File: src/rtl/core_pkg.sv
// core_pkg: shared hazard FSM states and pipeline constants
package core_pkg;
  typedef enum logic [1:0] {HZ_RUN, HZ_MWAIT, HZ_HALT} hz_state_e;
  localparam logic [4:0] REG_ZERO = 5'd0;
  localparam logic [31:0] NOP_INSTR = 32'h00000013;
endpackage

File: src/rtl/hazard_detect.sv
// hazard_detect: combinational load-use comparator between EX load and ID sources
module hazard_detect
  import core_pkg::*;
(
  input  logic [4:0] id_rs1,
  input  logic [4:0] id_rs2,
  input  logic [4:0] ex_rd,
  input  logic       ex_memread,
  output logic       load_use
);
  always_comb
    load_use = ex_memread && ex_rd != REG_ZERO && (ex_rd == id_rs1 || ex_rd == id_rs2);
endmodule

File: src/rtl/hazard_ctrl.sv
// hazard_ctrl: pipeline stall/flush sequencing with memory wait FSM; HAZARD_PERF_EN adds stall/flush counters
module hazard_ctrl
  import core_pkg::*;
#(
  parameter int MEM_TIMEOUT = 64
) (
  input  logic        clk,
  input  logic        rstn,
  input  logic [4:0]  id_rs1,
  input  logic [4:0]  id_rs2,
  input  logic [4:0]  ex_rd,
  input  logic        ex_memread,
  input  logic        br_taken,
  input  logic        mem_req,
  input  logic        mem_ready,
  input  logic        halt_req,
  input  logic        resume,
  output logic        pc_hold,
  output logic        if_id_stall,
  output logic        id_ex_stall,
  output logic        ex_mem_stall,
  output logic        if_id_flush,
  output logic        id_ex_flush,
  output logic        mem_wb_bubble,
  output logic        halted,
  output logic        mem_err
`ifdef HAZARD_PERF_EN
  ,
  output logic [31:0] stall_cnt,
  output logic [31:0] flush_cnt
`endif
);
  localparam int CW = $clog2(MEM_TIMEOUT) + 1;
  hz_state_e state_q, state_d;
  logic [CW-1:0] wcnt_q, wcnt_d;
  logic halt_pend_q, halt_pend_d, mem_err_q, mem_err_d;
  logic load_use, freeze, br, lu;
  hazard_detect u_detect (
    .id_rs1(id_rs1), .id_rs2(id_rs2), .ex_rd(ex_rd), .ex_memread(ex_memread), .load_use(load_use)
  );
  always_comb begin
    state_d = state_q;
    wcnt_d = wcnt_q;
    halt_pend_d = halt_pend_q;
    mem_err_d = mem_err_q;
    freeze = 1'b0;
    br = 1'b0;
    lu = 1'b0;
    unique case (state_q)
      HZ_RUN:
        if (mem_req && !mem_ready) begin
          freeze = 1'b1;
          state_d = HZ_MWAIT;
          wcnt_d = CW'(1);
        end else begin
          br = br_taken;
          lu = !br_taken && load_use;
          if (halt_req && !br_taken && !load_use) begin
            state_d = HZ_HALT;
            halt_pend_d = 1'b0;
          end
        end
      HZ_MWAIT: begin
        halt_pend_d = halt_pend_q || halt_req;
        if (mem_ready) begin
          br = br_taken;
          lu = !br_taken && load_use;
          state_d = halt_pend_q ? HZ_HALT : HZ_RUN;
          halt_pend_d = 1'b0;
        end else begin
          freeze = 1'b1;
          if (wcnt_q >= CW'(MEM_TIMEOUT)) begin
            mem_err_d = 1'b1;
            state_d = HZ_HALT;
            halt_pend_d = 1'b0;
          end else if (wcnt_q != '1) begin
            wcnt_d = wcnt_q + 1'b1;
          end
        end
      end
      HZ_HALT: begin
        freeze = 1'b1;
        if (resume && !halt_req) begin
          state_d = HZ_RUN;
          halt_pend_d = 1'b0;
          mem_err_d = 1'b0;
        end
      end
      default: state_d = HZ_RUN;
    endcase
  end
  assign pc_hold = freeze || lu;
  assign if_id_stall = freeze || lu;
  assign id_ex_stall = freeze;
  assign ex_mem_stall = freeze;
  assign mem_wb_bubble = freeze;
  assign if_id_flush = br;
  assign id_ex_flush = br || lu;
  assign halted = state_q == HZ_HALT;
  assign mem_err = mem_err_q;
  always_ff @(posedge clk) begin
    if (!rstn) begin
      state_q <= HZ_RUN;
      wcnt_q <= '0;
      halt_pend_q <= 1'b0;
      mem_err_q <= 1'b0;
    end else begin
      state_q <= state_d;
      wcnt_q <= wcnt_d;
      halt_pend_q <= halt_pend_d;
      mem_err_q <= mem_err_d;
    end
  end
`ifdef HAZARD_PERF_EN
  logic [31:0] stall_cnt_q, stall_cnt_d, flush_cnt_q, flush_cnt_d;
  always_comb begin
    stall_cnt_d = stall_cnt_q + {31'd0, pc_hold};
    flush_cnt_d = flush_cnt_q + {31'd0, if_id_flush};
  end
  always_ff @(posedge clk) begin
    if (!rstn) begin
      stall_cnt_q <= '0;
      flush_cnt_q <= '0;
    end else begin
      stall_cnt_q <= stall_cnt_d;
      flush_cnt_q <= flush_cnt_d;
    end
  end
  assign stall_cnt = stall_cnt_q;
  assign flush_cnt = flush_cnt_q;
`endif
endmodule

File: config.mk
export PLATFORM = sky130hd
export DESIGN_NAME = hazard_ctrl
export DESIGN_NICKNAME = d
export VERILOG_FILES = /design/src/rtl/core_pkg.sv /design/src/rtl/hazard_detect.sv /design/src/rtl/hazard_ctrl.sv
export SDC_FILE = /design/constraint.sdc
export NUM_CORES = 1
export LEC_CHECK = 0
export CELL_PAD_IN_SITES_DETAIL_PLACEMENT = 0
export CELL_PAD_IN_SITES_GLOBAL_PLACEMENT = 1
export CORE_MARGIN = 3
export CORE_UTILIZATION = 27
export DETAILED_ROUTE_END_ITERATION = 12
export GPL_ROUTABILITY_DRIVEN = 1
export PLACE_DENSITY_LB_ADDON = 0.3
export SLEW_MARGIN = 20
export SYNTH_ARGS = -nofsm -noshare
export SYNTH_HDL_FRONTEND = slang
export SYNTH_SLANG_ARGS = --single-unit
File: constraint.sdc
create_clock -name clk -period 1.65 [get_ports clk]
set_input_delay 0.33 -clock clk [delete_from_list [all_inputs] [get_ports clk]]
set_output_delay 0.33 -clock clk [all_outputs]
set_load 0.02 [all_outputs]
==> results of run 1 <==
[repair_timing]
| action | CTS | global route |
|---|---|---|
| resized for setup | 73 | 4 |
| pin swaps | 18 | 4 |
| endpoints found under the setup margin | 10 | 9 |
| hold endpoints to repair | 0 | 0 |
| buffers inserted | 5 | 1 |
[metal layers]
metal	up-vias	GRT usage	routed length, um
li1	435	-	-
met4	0	0.00929	0
met2	17	0.214	1060
met1	383	0.163	892
met5	-	0	0
met3	0	0.0340	118
[final cells by class]
class	instances	area [um^2]
clock buffers	4	26.3
fillers	281	1490
inverters	4	15.0
multi-input cells	78	569
flip-flops and latches	11	220
well taps	31	38.8
repair buffers	52	445
[path summary, 6_finish.rpt]
check / start / to / slack [ns]
worst max-delay path: ex_rd[4] / id_ex_flush / -0.20
worst min-delay path: mem_err$_SDFFE_PN0P_ / mem_err$_SDFFE_PN0P_ / 0.48
worst max register to register: state_q[0]$_SDFFE_PN0P_ / halt_pend_q$_SDFFE_PN0P_ / 0.06
worst min register to register: mem_err$_SDFFE_PN0P_ / mem_err$_SDFFE_PN0P_ / 0.48
[registers in the layout, summed over array words and instances (netlist names)]
name and flops:
state_q 2, halt_pend_q 1, mem_err 1, wcnt_q 7
[cells by family after synthesis]
| logic type | Yosys count | synth area share |
|---|---|---|
| xor+xnor | 14 | 0.151 |
| fa+ha+maj | 2 | 0.0309 |
| flops | 11 | 0.272 |
| compound gates | 21 | 0.199 |
| simple gates | 41 | 0.283 |
| buf+inv | 10 | 0.0634 |
[critical path: cells and delay by family]
family / cells / cell delay, ns
AND/OR/NAND/NOR: 2 / 0.60
AO/OA/AOI/OAI: 2 / 0.38
buffers and inverters: 2 / 0.22
[metrics by stage]
step	utilization	TNS (ns)	cells	power, mW	cell area (um^2)
detailed placement	0.444	-7.24	170	0.607	1250
CTS	0.472	-0.679	179	0.789	1320
global route	0.469	-0.965	180	0.832	1320
finish	0.469	-0.717	180	0.778	1320
global placement	0.444	-6.98	170	0.606	1250
floorplan	-	-0.156	99	0.453	822
[cell usage after synthesis, types with 2 or more instances]
master | instances | share of area
nor2b_1 | 6 | 0.046
buf_4 | 3 | 0.028
ha_1 | 2 | 0.031
inv_1 | 4 | 0.019
xor2_1 | 13 | 0.14
o21ai_0 | 4 | 0.025
buf_2 | 2 | 0.012
nand2_1 | 5 | 0.023
a31oi_1 | 3 | 0.023
and3_1 | 2 | 0.015
nor3_1 | 2 | 0.012
a21oi_1 | 5 | 0.031
dfxtp_1 | 11 | 0.27
nor3_2 | 2 | 0.025
nor2_1 | 15 | 0.070
and2_1 | 2 | 0.015
[power groups by stage]
| stage | sequential [mW] | combinational [mW] | clock (mW) |
|---|---|---|---|
| global placement | 0.290 | 0.316 | 0 |
| detailed placement | 0.289 | 0.317 | 0 |
| global route | 0.285 | 0.349 | 0.197 |
| floorplan | 0.288 | 0.165 | 0 |
| CTS | 0.284 | 0.323 | 0.182 |
| finish | 0.284 | 0.319 | 0.175 |
==> flow_metrics.py, run 1 <==
metrics = {
    "sta": {
        "min_period_ns": 1.85,
        "hold_viol_final": 0,
        "worst_slack_ns": -0.203,
        "setup_viol": 4,
        "slew_headroom": 0.809,
        "fin_skew_ns": 0.00426,
        "max_freq_mhz": 540,
        "rsz0062_at_grt": "true",
        "max_slew.worst_pin.slew_ns": 0.285,
        "fin_crit_sh": 1.12,
        "holdWs_ns": 0.485,
        "slew_viol_final": 0,
    },
    "global_route": {
        "grt_usage": 0.124,
        "grt_pass1_wl_um": 3560,
        "antenna_found_initial": 0,
        "grt_pass1_vias": 809,
        "grt_overflow_total": 0,
        "grt_max_degree": 12,
    },
    "power_and_ir_drop": {
        "peakVddDrop_mv": 0.646,
        "switching_share": 0.310,
        "p_int_mw": 0.537,
        "p_comb_frac": 0.411,
        "clkPwrFrac": 0.225,
        "leakage_nw": 0.582,
        "cellPowerDensity_nw_per_um2": 591,
        "p_sw_mw": 0.241,
        "pwr-share-seq": 0.365,
    },
    "outcome": {
        "violations": "setup timing",
        "status": "complete, but fails checks",
    },
    "drt": {
        "routed_wl_um": 2070,
        "wl_per_cell_um": 11.5,
        "final_antenna_net_count": 0,
        "drtIter0Drc": 23,
        "drc_errors": 0,
        "first_pass_iters": 4,
        "vias_per_cell": 4.64,
        "vias": 835,
    },
    "cts": {
        "cts_buffers": 3,
        "cts_tree": "built",
        "worst_skew_pair.late_latency_ns": 0.26,
        "ctsHoldBuffers": 0,
        "cts_buffer_depth": 2,
        "cts-htree-levels": 1,
        "clk_pin_slew_ns": 0.07,
        "cts-root-buf": "clkbuf_4",
        "cts_num_sinks": 11,
    },
    "synthesis": {
        "synth_nets": 124,
        "syn_area_um2": 810,
        "ys_ff_latch": 11,
        "synth_edf_count": 0,
        "ys.flop_type": "dfxtp_1",
        "synth_cell_types": 34,
        "ys_seq_area_frac": 0.272,
        "synthCells": 99,
        "yosysWarnings": 0,
        "avgSynthCellArea_um2": 8.18,
        "async_flop_share": 0,
    },
    "floorplanning": {
        "core_um2": 2810,
        "fp.dieH_um": 60.8,
        "die_w_um": 60.8,
        "rows": 19,
        "io_pins": 32,
        "dieArea_um2": 3690,
        "start_util": 0.289,
    },
    "cells_and_area": {
        "area_delta_synth_final_pct": 62.4,
        "layout.cells.most_common_list": "22 x buf_4, 13 x nor2_1, 13 x xor2_1, 11 x dfxtp_1, 10 x dlygate4sd2_1",
        "layout-drive-gt1-share": 0.322,
        "nets": 175,
        "antenna_cells": 0,
        "layout_commonest_cell": "buf_4",
    },
    "critical_path": {
        "worstPathArrival_ns": 1.52,
        "cp.required_ns": 1.32,
        "cpMaxStageDelayCell": "or4_4",
        "worst-path-max-fanout": 3,
        "path_cells": "buf_8 > or4_4 > o21ai_4 > nor2_4 > o21a_2 > buf_6",
        "worstSetupStartpointType": "primary input",
        "worstSetupPathType": "in -> out",
        "max_stage_delay_ns": 0.54,
        "critPathCaptureType": "output port",
        "r2r.worst_path.cells": 5,
    },
    "place": {
        "dp_slack_ns": -0.998,
        "dp_hpwl_um": 1650,
        "io_buffer_count": 31,
        "gp_congestion": 0.785,
    },
    "hold_path": {
        "hold_depth": 2,
        "worstHoldPathType": "reg -> reg",
    },
    "job": {
        "maxCapViolCount": 0,
    },
}
Note: power is estimated with default switching activity, not from simulation.
==> run 2: changes to the inputs <==
RECOVER_POWER = 100   (was unset)
==> flow_metrics.py, run 2 (synthesized netlist as in run 1, its figures left out) <==
metrics = {
    "global_route": {
        "use_met3": 0.0340,
        "grt_usage": 0.124,
        "grt_max_degree": 12,
        "met1_usage": 0.163,
        "grt_pass1_vias": 809,
        "met2_usage": 0.214,
        "antenna_found_initial": 0,
        "grt_pass1_wl_um": 3560,
        "busiest_layer": "met2",
        "grt_overflow_total": 0,
    },
    "power_and_ir_drop": {
        "cellPowerDensity_nw_per_um2": 593,
        "leakage_nw": 0.579,
        "peakVddDrop_mv": 0.644,
    },
    "cts": {
        "cts_tree": "built",
        "cts-htree-levels": 1,
        "cts-root-buf": "clkbuf_4",
        "cts_buffer_depth": 2,
        "clk_pin_slew_ns": 0.07,
        "worst_skew_pair.late_latency_ns": 0.26,
        "cts_num_sinks": 11,
        "cts_buffers": 3,
    },
    "outcome": {
        "violations": "setup timing",
        "status": "complete, but fails checks",
    },
    "drt": {
        "vias": 840,
        "routed_wl_um": 2070,
        "final_antenna_net_count": 0,
        "vias_per_cell": 4.67,
        "drtIter0Drc": 29,
        "first_pass_iters": 4,
        "drc_errors": 0,
        "wl_per_cell_um": 11.5,
    },
    "critical_path": {
        "cpMaxStageDelayCell": "or4_4",
        "worstSetupPathType": "in -> out",
        "reg2reg_slack_ns": 0.01,
        "r2r-start": "state_q[0]$_SDFFE_PN0P_",
        "crit_cells": 6,
        "cp.required_ns": 1.32,
        "critPathCaptureType": "output port",
        "cp_num_buf_inv": 2,
        "path_cells": "buf_8 > or4_4 > o21ai_4 > nor2_4 > o21a_2 > buf_6",
        "worstSetupStartpointType": "primary input",
        "worst-path-max-fanout": 3,
        "cp_top_family": "simple AND/OR/NAND/NOR gates",
        "worstPathArrival_ns": 1.52,
        "crit_start": "ex_rd[4]",
        "max_stage_delay_ns": 0.54,
        "r2r.worst_path.cells": 6,
    },
    "cells_and_area": {
        "reg_top3": "wcnt_q: 7 flops, state_q: 2 flops",
        "regMostFlops": "wcnt_q",
        "utilization": 0.463,
        "largest_reg_flops": 7,
        "regArea_um2": 220,
        "nets": 175,
        "layout_commonest_cell": "buf_4",
        "area_delta_synth_final_pct": 60.6,
        "fillers": 285,
        "antenna_cells": 0,
        "multiInputGateArea_um2": 554,
        "layout.cells.most_common_list": "22 x buf_4, 13 x nor2_1, 13 x xor2_1, 11 x dfxtp_1, 10 x dlygate4sd2_1",
        "layout-drive-gt1-share": 0.315,
        "fin_area_um2": 1300,
    },
    "sta": {
        "rsz0062_at_grt": "true",
        "max_freq_mhz": 540,
        "setup_viol": 4,
        "holdWs_ns": 0.485,
        "max_slew.worst_pin.slew_ns": 0.379,
        "min_period_ns": 1.85,
        "slew_headroom": 0.747,
        "worst_slack_ns": -0.203,
        "fin_crit_sh": 1.12,
        "hold_viol_final": 0,
        "slew_viol_final": 0,
        "fin_skew_ns": 0.00426,
    },
    "hold_path": {
        "min_from": "mem_err$_SDFFE_PN0P_",
        "worstHoldPathType": "reg -> reg",
        "hold_depth": 2,
    },
    "place": {
        "post_dp_cell_area_um2": 1250,
        "dp_hpwl_um": 1650,
        "dp_slack_ns": -0.998,
        "io_buffer_count": 31,
        "gp_congestion": 0.785,
    },
    "floorplanning": {
        "dieArea_um2": 3690,
        "fp.dieH_um": 60.8,
        "die_w_um": 60.8,
        "start_util": 0.289,
        "rows": 19,
        "io_pins": 32,
        "core_um2": 2810,
    },
    "job": {
        "maxCapViolCount": 0,
    },
}
run 2: changes by cell type in the layout (fill, tap and decap cells not counted), sizes merged:
cell,before,now
buf,30,29
clkbuf,5,6
run 2: layout make-up:
type / count / area share
clock buffers: 4 / 0.0202
inverters: 4 / 0.0115
multi-input cells: 78 / 0.426
flip-flops and latches: 11 / 0.169
well taps: 31 / 0.0298
repair buffers: 52 / 0.343
run 2: metal layers:
layer  part of all wire  vias to the layer above
met2               0.51                       17
li1                   -                      435
met4                  0                        0
met1               0.43                      388
met5                  0                        -
met3              0.057                        0
run 2: tightest hold or removal path: cells and delay by family (launching register included):
| kind | cells | cell delay [ns] |
|---|---|---|
| DFF | 1 | 0.33 |
| AOI/OAI and AO/OA | 1 | 0.04 |
| and+or+nand+nor | 1 | 0.08 |
run 2: power by group:
group | total (mW) | switching (mW) | internal [mW]
registers | 0.284 | 0.00844 | 0.275
logic | 0.312 | 0.147 | 0.165
clock network | 0.175 | 0.0815 | 0.0934
run 2: final timing paths:
path                            endpoint
setup / recovery             id_ex_flush
hold / removal      mem_err$_SDFFE_PN0P_
setup reg to reg  wcnt_q[4]$_SDFFE_PN0P_
hold reg to reg     mem_err$_SDFFE_PN0P_
run 2: stage by stage:
stage | power, mW | setup TNS, ns | std cells
floorplan | 0.453 | -0.156 | 99
global placement | 0.606 | -6.98 | 170
detailed placement | 0.607 | -7.24 | 170
CTS | 0.789 | -0.679 | 179
global route | 0.824 | -1.49 | 180
finish | 0.771 | -0.718 | 180
run 2: timing repair:
action                                  in CTS  in global routing
hold buffers                                 0                  0
pin swaps                                   18                  4
endpoints found under the setup margin      10                  9
cloned                                       0                  0
gates resized for setup                     73                  4
endpoints found under the hold margin        0                  0
setup buffers                                5                  1
==> run 3: changes to the inputs <==
CORE_UTILIZATION = 38   (was 27)
DONT_BUFFER_PORTS = 1   (was unset)
==> flow_metrics.py, run 3 (synthesized netlist as in run 1, its figures left out) <==
metrics = {
    "cts": {
        "postCtsSetupRepairBufs": 0,
        "cts_num_sinks": 11,
        "clk_pin_slew_ns": 0.07,
        "cts_buffers": 3,
        "cts-root-buf": "clkbuf_4",
        "cts_tree": "built",
        "cts_buffer_depth": 2,
        "worst_skew_pair.late_latency_ns": 0.26,
        "cts-htree-levels": 1,
    },
    "drt": {
        "vias_per_cell": 5.13,
        "first_pass_iters": 4,
        "drtIter0Drc": 19,
        "vias": 682,
        "routed_wl_um": 1640,
        "wl_per_cell_um": 12.4,
        "final_antenna_net_count": 0,
        "drc_errors": 0,
    },
    "floorplanning": {
        "dieArea_um2": 2720,
        "start_util": 0.408,
        "fp.dieH_um": 52.2,
        "core_um2": 1980,
        "io_pins": 32,
        "die_w_um": 52.2,
        "rows": 16,
    },
    "place": {
        "post_dp_cell_area_um2": 898,
        "io_buffer_count": 0,
        "dp_hpwl_um": 1350,
        "gp_congestion": 0.735,
        "dp_slack_ns": -0.0991,
    },
    "power_and_ir_drop": {
        "p_total_mw": 0.665,
        "leakage_nw": 0.368,
        "peakVddDrop_mv": 0.396,
        "cellPowerDensity_nw_per_um2": 717,
    },
    "outcome": {
        "status": "complete, but fails checks",
        "violations": "setup timing",
    },
    "global_route": {
        "grt_usage": 0.134,
        "grt_overflow_total": 0,
        "grt_pass1_vias": 710,
        "antenna_found_initial": 0,
        "grt_pass1_wl_um": 2790,
        "grt_max_degree": 10,
    },
    "sta": {
        "slew_viol_final": 0,
        "fin_crit_sh": 1.06,
        "fin_skew_ns": 0.00178,
        "hold_viol_final": 0,
        "slew_headroom": 0.803,
        "min_period_ns": 1.74,
        "max_freq_mhz": 573,
        "max_slew.worst_pin.slew_ns": 0.295,
        "setup_tns_ns": -0.204,
        "setup_viol": 3,
        "worst_slack_ns": -0.0946,
        "rsz0062_at_grt": "true",
    },
    "critical_path": {
        "worstSetupStartpointType": "primary input",
        "worst-path-max-fanout": 3,
        "critPathCaptureType": "output port",
        "cpMaxStageDelayCell": "or4_4",
        "max_stage_delay_ns": 0.53,
        "cp.required_ns": 1.32,
        "path_cells": "or4_4 > o21ai_4 > nor2_2 > a21o_1 > buf_12",
        "worstPathArrival_ns": 1.41,
        "worstSetupPathType": "in -> out",
    },
    "cells_and_area": {
        "antenna_cells": 0,
        "nets": 132,
        "reg_top3": "wcnt_q: 7 flops, state_q: 2 flops",
        "multiInputGateArea_um2": 557,
        "largest_reg_flops": 7,
        "area_delta_synth_final_pct": 14.5,
        "regArea_um2": 223,
        "fillers": 198,
        "layout-drive-gt1-share": 0.208,
        "fin_area_um2": 927,
        "regMostFlops": "wcnt_q",
        "layout_commonest_cell": "nor2_1",
        "layout.cells.most_common_list": "14 x nor2_1, 13 x xor2_1, 9 x dfxtp_1, 6 x nor2b_1, 6 x buf_4",
    },
    "hold_path": {
        "worstHoldPathType": "in -> reg",
    },
    "job": {
        "maxCapViolCount": 0,
    },
}
## run 3: changes by cell type in the layout (fill, tap and decap cells not counted), sizes merged
cell | before | now
buf | 29 | 7
dlygate4sd2 | 10 | 0
clkdlybuf4s50 | 6 | 0
clkdlybuf4s15 | 5 | 0
## run 3: layout make-up
| type | count | area share |
|---|---|---|
| timing repair buffer | 9 | 0.0783 |
| sequential | 11 | 0.240 |
| inverter | 4 | 0.0162 |
| clock buffer | 4 | 0.0283 |
| tap | 27 | 0.0364 |
| multi-input combinational | 78 | 0.601 |
## run 3: what timing repair did
item	4_1_cts	5_1_grt
hold buffers	0	0
endpoints found under the setup margin	7	7
pin swaps	1	1
gates resized for setup	1	2
## run 3: through the flow
stage	cells	hold WS (ns)	utilization
finish	133	0.176	0.468
global route	133	0.175	0.468
CTS	133	0.166	0.467
detailed placement	129	0.454	0.453
global placement	129	0.454	0.453
floorplan	99	0.449	-
## run 3: worst max-delay path: cells and delay by family
family | cells | cell delay (ns)
buf+inv | 1 | 0.15
compound gates | 2 | 0.35
simple gates | 2 | 0.59
## run 3: path summary, 6_finish.rpt
| check | start | endpoint | slack, ns | cells past startpoint |
|---|---|---|---|---|
| setup / recovery | ex_rd[0] | pc_hold | -0.09 | 5 |
| hold / removal | rstn | mem_err$_SDFFE_PN0P_ | 0.18 | 2 |
| hold reg to reg | wcnt_q[0]$_SDFFE_PN0P_ | wcnt_q[0]$_SDFFE_PN0P_ | 0.50 | 1 |
| setup reg to reg | wcnt_q[6]$_SDFFE_PN0P_ | halt_pend_q$_SDFFE_PN0P_ | 0.15 | 4 |
## run 3: per-layer routing
layer  wire [um]  global-route usage  part of all wire  vias up
li1            -                   -                 -      354
met1         702               0.157              0.43      313
met3         105              0.0430             0.064        0
met4           0              0.0255                 0        0
met2         835               0.238              0.51       15
met5           0                   0                 0        -
## run 3: power breakdown
| group | internal (mW) | total [mW] | switching (mW) |
|---|---|---|---|
| registers | 0.276 | 0.292 | 0.0158 |
| logic | 0.0884 | 0.192 | 0.104 |
| clock network | 0.0935 | 0.180 | 0.0868 |
| total | 0.458 | 0.665 | 0.207 |
